File: src/rtl/atx_arbiter.sv
// Round-robin arbiter that shares one UART transmitter between the CPU port (req 0)
// and the trace source (req 1), and runs the transmitter load/busy handshake.
module atx_arbiter #(
  parameter int DATA_WIDTH  = 8,
  parameter int ACK_TIMEOUT = 255,
  parameter int TMR_WIDTH   = 8
) (
  input  logic                  clk,
  input  logic                  reset,
  input  logic                  req0_valid,
  input  logic [DATA_WIDTH-1:0] req0_data,
  output logic                  req0_ready,
  input  logic                  req1_valid,
  input  logic [DATA_WIDTH-1:0] req1_data,
  output logic                  req1_ready,
  input  logic                  uart_busy,
  output logic                  uart_load,
  output logic [DATA_WIDTH-1:0] uart_data,
  output logic                  grant_id,
  output logic                  idle,
  output logic                  ack_err,
  input  logic                  ack_err_clr
);

  typedef enum logic [1:0] {
    IDLE = 2'd0,
    LOAD = 2'd1,
    SEND = 2'd2
  } state_t;

  state_t               state, state_nxt;
  logic                 ptr;
  logic [TMR_WIDTH-1:0] timer;
  logic                 accept, winner, timeout, stay_load;

  always_comb begin
    state_nxt = state;
    accept    = 1'b0;
    winner    = ptr;
    timeout   = 1'b0;
    case (state)
      IDLE: begin
        if (!uart_busy && (req0_valid || req1_valid)) begin
          accept    = 1'b1;
          // ptr names the favoured requester when both ask at once
          winner    = (req0_valid && req1_valid) ? ptr : req1_valid;
          state_nxt = LOAD;
        end
      end
      LOAD: begin
        if (uart_busy) begin
          state_nxt = SEND;
        end else if (timer == TMR_WIDTH'(ACK_TIMEOUT)) begin
          timeout   = 1'b1;
          state_nxt = IDLE;
        end
      end
      SEND: begin
        if (!uart_busy) state_nxt = IDLE;
      end
      default: state_nxt = IDLE;
    endcase
  end

  // load is registered, so it rises one cycle after the ready pulse
  assign stay_load = (state == LOAD) && (state_nxt == LOAD);
  assign idle      = (state == IDLE);

  always_ff @(posedge clk or posedge reset) begin
    if (reset) begin
      state      <= IDLE;
      ptr        <= 1'b0;
      timer      <= '0;
      uart_load  <= 1'b0;
      uart_data  <= '0;
      grant_id   <= 1'b0;
      req0_ready <= 1'b0;
      req1_ready <= 1'b0;
      ack_err    <= 1'b0;
    end else begin
      state      <= state_nxt;
      req0_ready <= accept && !winner;
      req1_ready <= accept && winner;
      uart_load  <= stay_load;
      if (accept) begin
        uart_data <= winner ? req1_data : req0_data;
        grant_id  <= winner;
        ptr       <= ~winner;
        timer     <= '0;
      end else if (stay_load) begin
        timer <= timer + 1'b1;
      end
      if (timeout)          ack_err <= 1'b1;
      else if (ack_err_clr) ack_err <= 1'b0;
    end
  end

endmodule

File: config.mk
export PLATFORM = sky130hd
export DESIGN_NAME = atx_arbiter
export DESIGN_NICKNAME = d
export VERILOG_FILES = /design/src/rtl/atx_arbiter.sv
export SDC_FILE = /design/constraint.sdc
export NUM_CORES = 1
export LEC_CHECK = 0
export CAP_MARGIN = 20
export CORE_UTILIZATION = 46
export DETAILED_ROUTE_END_ITERATION = 10
export PLACE_DENSITY = 0.78
export SYNTH_ARGS = -nofsm -noshare
export SYNTH_HDL_FRONTEND = slang
export SYNTH_SLANG_ARGS = --single-unit
File: constraint.sdc
create_clock -name clk -period 1.95 [get_ports clk]
set_input_delay 0.39 -clock clk [delete_from_list [all_inputs] [get_ports clk]]
set_output_delay 0.39 -clock clk [all_outputs]
set_load 0.005 [all_outputs]
# ---- Word-level counts from Yosys, hierarchy flattened
# Index checks and enable logic that the tools add are counted.
dict set report totals {
  reg_bits 24
  latch_bits 0
  ram_bits 0
  romBits 0
  inputBits 22
  output_inout_bits 14
  wordCells 44
  memories 0
}
dict set report op_classes {
  add_sub_neg 1
  multipliers 0
  div 0
  magnitude_cmp 0
  n_eq_ne 4
  shift 0
  n_mux 18
  bitwise_logic 1
  reduce_logical 11
}
# op n
set op_table {}
lappend op_table {{8-bit 2-to-1 mux} 3}
lappend op_table {{1-bit 2-to-1 mux} 10}
lappend op_table {{8-bit by 1-bit adder with 8-bit output, second input constant} 1}
lappend op_table {{8-bit equality test, second input constant} 1}
lappend op_table {{2-bit 2-to-1 mux} 4}
lappend op_table {{2-bit case mux with 3 select lines} 1}
lappend op_table {{1-bit logical AND} 5}
lappend op_table {{2-bit by 1-bit equality test with 1-bit output, second input constant} 2}
lappend op_table {{2-bit nonzero test} 2}
lappend op_table {{2-bit equality test, second input constant} 1}
lappend op_table {{1-bit logical NOT} 2}
lappend op_table {{2-bit logical NOT} 1}
lappend op_table {{1-bit logical OR} 1}
lappend op_table {{1-bit NOT} 1}

# ---- Depth between registers and ports, before layout
dict set report logic_depth {
  word_depth 8
  ltp_mapped 5
  ltp_nobuf 5
}

# ---- Worst setup path after synthesis
# OpenSTA, ideal clock, no wires.
dict set report synth_timing {
  kind {reg-to-reg}
  startpoint {reg state[1]}
  endpoint {reg timer[7]}
  setup_ns 0.123
  arrival_ns 1.555
  required_time_ns 1.827
  slack_ns 0.272
  path_stages_with_launch 5
  n_path_buf 1
  period_less_slack_ns 1.678
  path_cell_list {dfrtp_1 > or3b_1 > buf_2 > or3_4 > o221a_1}
}
dict set report synth_via {
  elab_chain_cells 6
  word_cells_on_any_way 13
  classes_between {eq/ne (3); mux (7); reduce/logical (3)}
}
# element line
set synth_lines {}
lappend synth_lines {{start: declaration} 31} ;# state_t state, state_nxt;
lappend synth_lines {{start signal: assignment} 81} ;# state <= state_nxt;
lappend synth_lines {{2-bit 2-to-1 mux} 53} ;# end else if (timer == TMR_WIDTH'(ACK_TIMEOUT)) begin
lappend synth_lines {{2-bit 2-to-1 mux} 51} ;# if (uart_busy) begin
lappend synth_lines {{2-bit case mux with 3 select lines} 41} ;# case (state)
lappend synth_lines {{2-bit by 1-bit equality test with 1-bit output} 66} ;# assign stay_load = (state == LOAD) && (state_nxt == LOAD);
lappend synth_lines {{1-bit logical AND} 66}
lappend synth_lines {{2-bit nonzero test (no source line)} n/a}
lappend synth_lines {{end signal: assignment} 91} ;# timer <= timer + 1'b1;
lappend synth_lines {{end: declaration} 33} ;# logic [TMR_WIDTH-1:0] timer;
# Parallel ways exist; a longest one is shown, timed or not.
# A chain may end at the register's enable or synchronous reset.

# ---- Worst setup path in the final report
dict set report layout_timing {
  startpoint {reg state[1]}
  endpoint {out idle}
}
dict set report layout_via {
  elab_chain_cells 1
}
# element line
set layout_lines {}
lappend layout_lines {{2-bit logical NOT} 67} ;# assign idle = (state == IDLE);
lappend layout_lines {{end: declaration} 20} ;# output logic idle,
# No other way between the ends.

==> results.toml <==
[setup_path]
critical_path_required_ps = 1560
cp-end-kind = "primary output"
critPathKind = "reg -> out"
cp_slowest_stage_delay_ps = 500
slowest_stage = "clkdlybuf4s50_1"
startpoint_type = "flop"
crit_start = "state[1]"
r2r-start = "timer[0]"
cp_cell_sequence = "nor2_1 > clkdlybuf4s50_1"
arrival_ps = 1420
crit_fanout = 6

[route]
wl_met3_um = 159
drtIter0Drc = 14
ant_nets = 0
num_vias = 1116
wl_met1_um = 1170
met2_length_um = 1390
via_per_inst = 5.72
dr.pass1.iters = 4
wl_per_cell_um = 14.2
highest_layer = "met4"
drc_errors = 0
totalWireLength_um = 2780

[timing]
final.setup.worst_slack_ps = 135
worst_slew_pin_slew_ps = 324
hold_viol = 0
period_minus_slack_ps = 1810
relSlewSlack_pct = 78.4
finalClockSkew_ps = 6.90
fmax_mhz = 551
timing.hold.ws_ps = 397
setup_viol = 0
rsz0062_at_grt = "no"
fin_crit_sh_pct = 93.1
slew_viol_final = 0

[cts]
tritoncts = "done"
postCtsSetupBuffers = 0
clock_sinks = 24
cts.path.max_buffers = 2
h-tree-depth = 1
ctsHoldBuffers = 0
cts_made_buffers = 3
clk_latency_ps = 320
ctsRootBufferMaster = "clkbuf_4"
post_cts_resized = 0
cts.clk_slew.worst_paths_ps = 130

[logic_synthesis]
syn-num-nets = 145
ys_seq_elements = 24
synth_area_leaders = "dfrtp_1, o21ai_0, nand3b_1"
synth_seq_area_share_pct = 50.2
yosysWarnings = 0
synth_edf_count = 0
syn_inst = 122
syn_area_mm2 = 0.00120
syn_area_per_cell_um2 = 9.80
yosysTopAreaCell = "dfrtp_1"
synth_cell_type_count = 36
async_flop_share_pct = 100
synthFlopType = "dfrtp_1"
synth_top_area_share_pct = 50.2

[final_layout]
antennaDiodeCount = 0
final_layout_size_suffix_gt1_share_pct = 10.9
syn_to_final_growth_pct = 39.4
final_util_pct = 67.3
nNetsFinal = 189

[pwr]
power_density_mw_per_mm2 = 1050
vdd_ir_drop_max_v = 0.000762
p_leak_nw = 0.690
finalPower_mw = 1.75

[floorplan]
ioPinCount = 36
die_h_um = 53.0
num_rows = 18
die_w_um = 53.0
start_util_pct = 48.3
core-area_mm2 = 0.00248
dieArea_mm2 = 0.00281

[place]
gp_congestion = 0.760
hpwl_um = 2080
pre_cts_ws_ps = -3.69
portBuffers = 35

[global_routing]
grt_max_degree = 25
antenna_found_initial = 0
globalRouteOverflowTotal = 0
grt_pass1_vias = 1070
grt_pass1_wl_um = 4550
grt_util_all_layers_pct = 23.0

[run]
drv_cap = 0

[worst_hold_path]
hold_path.class = "in -> async"

[outcome]
status = "complete, no violations"
[critical path: cells and delay by family, from the launching register on]
kind / cells / cell delay, ps
and+or+nand+nor: 1 / 130
buffers and inverters: 1 / 500
DFF: 1 / 480
[final cells by class]
| type | count | area (µm²) |
|---|---|---|
| tap | 30 | 37.5 |
| multi-input combinational | 87 | 553 |
| timing repair buffer | 44 | 418 |
| fill | 213 | 810 |
| sequential | 24 | 601 |
| inverter | 6 | 22.5 |
| clock buffer | 4 | 36.3 |
[sequential cells by signal, summed over array words and instances, names as in the netlist]
name,flops
ack_err,1
uart_load,1
ptr,1
req0_ready,1
req1_ready,1
uart_data,8
grant_id,1
state,2
timer,8
[worst paths after layout]
path	slack, ps	to	cells after the start
setup / recovery	140	idle	2
hold / removal	400	ack_err	3
setup reg to reg	200	timer[5]	5
hold reg to reg	510	grant_id	2
max in group asynchronous	1310	grant_id	3
min in group clk	510	grant_id	2
[power by group]
part / switching, mW / leakage (nW) / internal [mW] / total [mW]
clock: 0.150 / 0.0210 / 0.114 / 0.264
combinational: 0.303 / 0.367 / 0.428 / 0.731
sequential: 0.111 / 0.302 / 0.646 / 0.758
total: 0.565 / 0.690 / 1.19 / 1.75
[cells in the final DEF, fill, tap and decap left out, types with 2 or more instances in the layout]
| cell | count |
|---|---|
| a21oi_1 | 10 |
| a31oi_1 | 8 |
| buf_4 | 9 |
| clkbuf_4 | 3 |
| clkdlybuf4s50_1 | 35 |
| dfrtp_1 | 24 |
| inv_1 | 6 |
| mux2i_1 | 3 |
| nand2_1 | 6 |
| nand3_1 | 3 |
| nand3b_1 | 8 |
| nand4_1 | 2 |
| nor2_1 | 6 |
| nor4_1 | 2 |
| o211ai_1 | 3 |
| o21ai_0 | 14 |
| o21ai_1 | 2 |
[cell usage after synthesis, types with 2 or more instances]
| library cell | number |
|---|---|
| dfrtp_1 | 24 |
| o21ai_0 | 14 |
| a21oi_1 | 10 |
| a31oi_1 | 8 |
| nand3b_1 | 8 |
| inv_1 | 6 |
| nand2_1 | 6 |
| nor2_1 | 6 |
| clkbuf_1 | 4 |
| mux2i_1 | 3 |
| nand3_1 | 3 |
| o211ai_1 | 3 |
| nand4_1 | 2 |
| nor4_1 | 2 |
| o21ai_1 | 2 |
[metal layers]
layer  track usage, %  vias to the layer above
li1                 -                      540
met1             25.9                      529
met2             40.5                       41
met3             5.46                        6
met4             10.5                        0
met5                0                        -
[metrics by stage]
stage	instances	area, µm²	setup TNS (ps)
after CTS	195	1670	0
after detailed placement	191	1630	-3.69
after floorplan	122	1200	0
after global placement	191	1630	0
after global routing	195	1670	0
final	195	1670	0
[cell families (layout without fill, tap and decap cells)]
family	count (synthesis)	after routing	synth area share (%)
flops	24	24	50.2
xor+xnor	1	1	0.732
compound gates	44	44	22.7
simple gates	38	38	19.2
fa+ha+maj	1	1	1.05
buf+inv	11	54	3.56
mux	3	3	2.51
No activity file was read; power rests on OpenSTA's default activity.
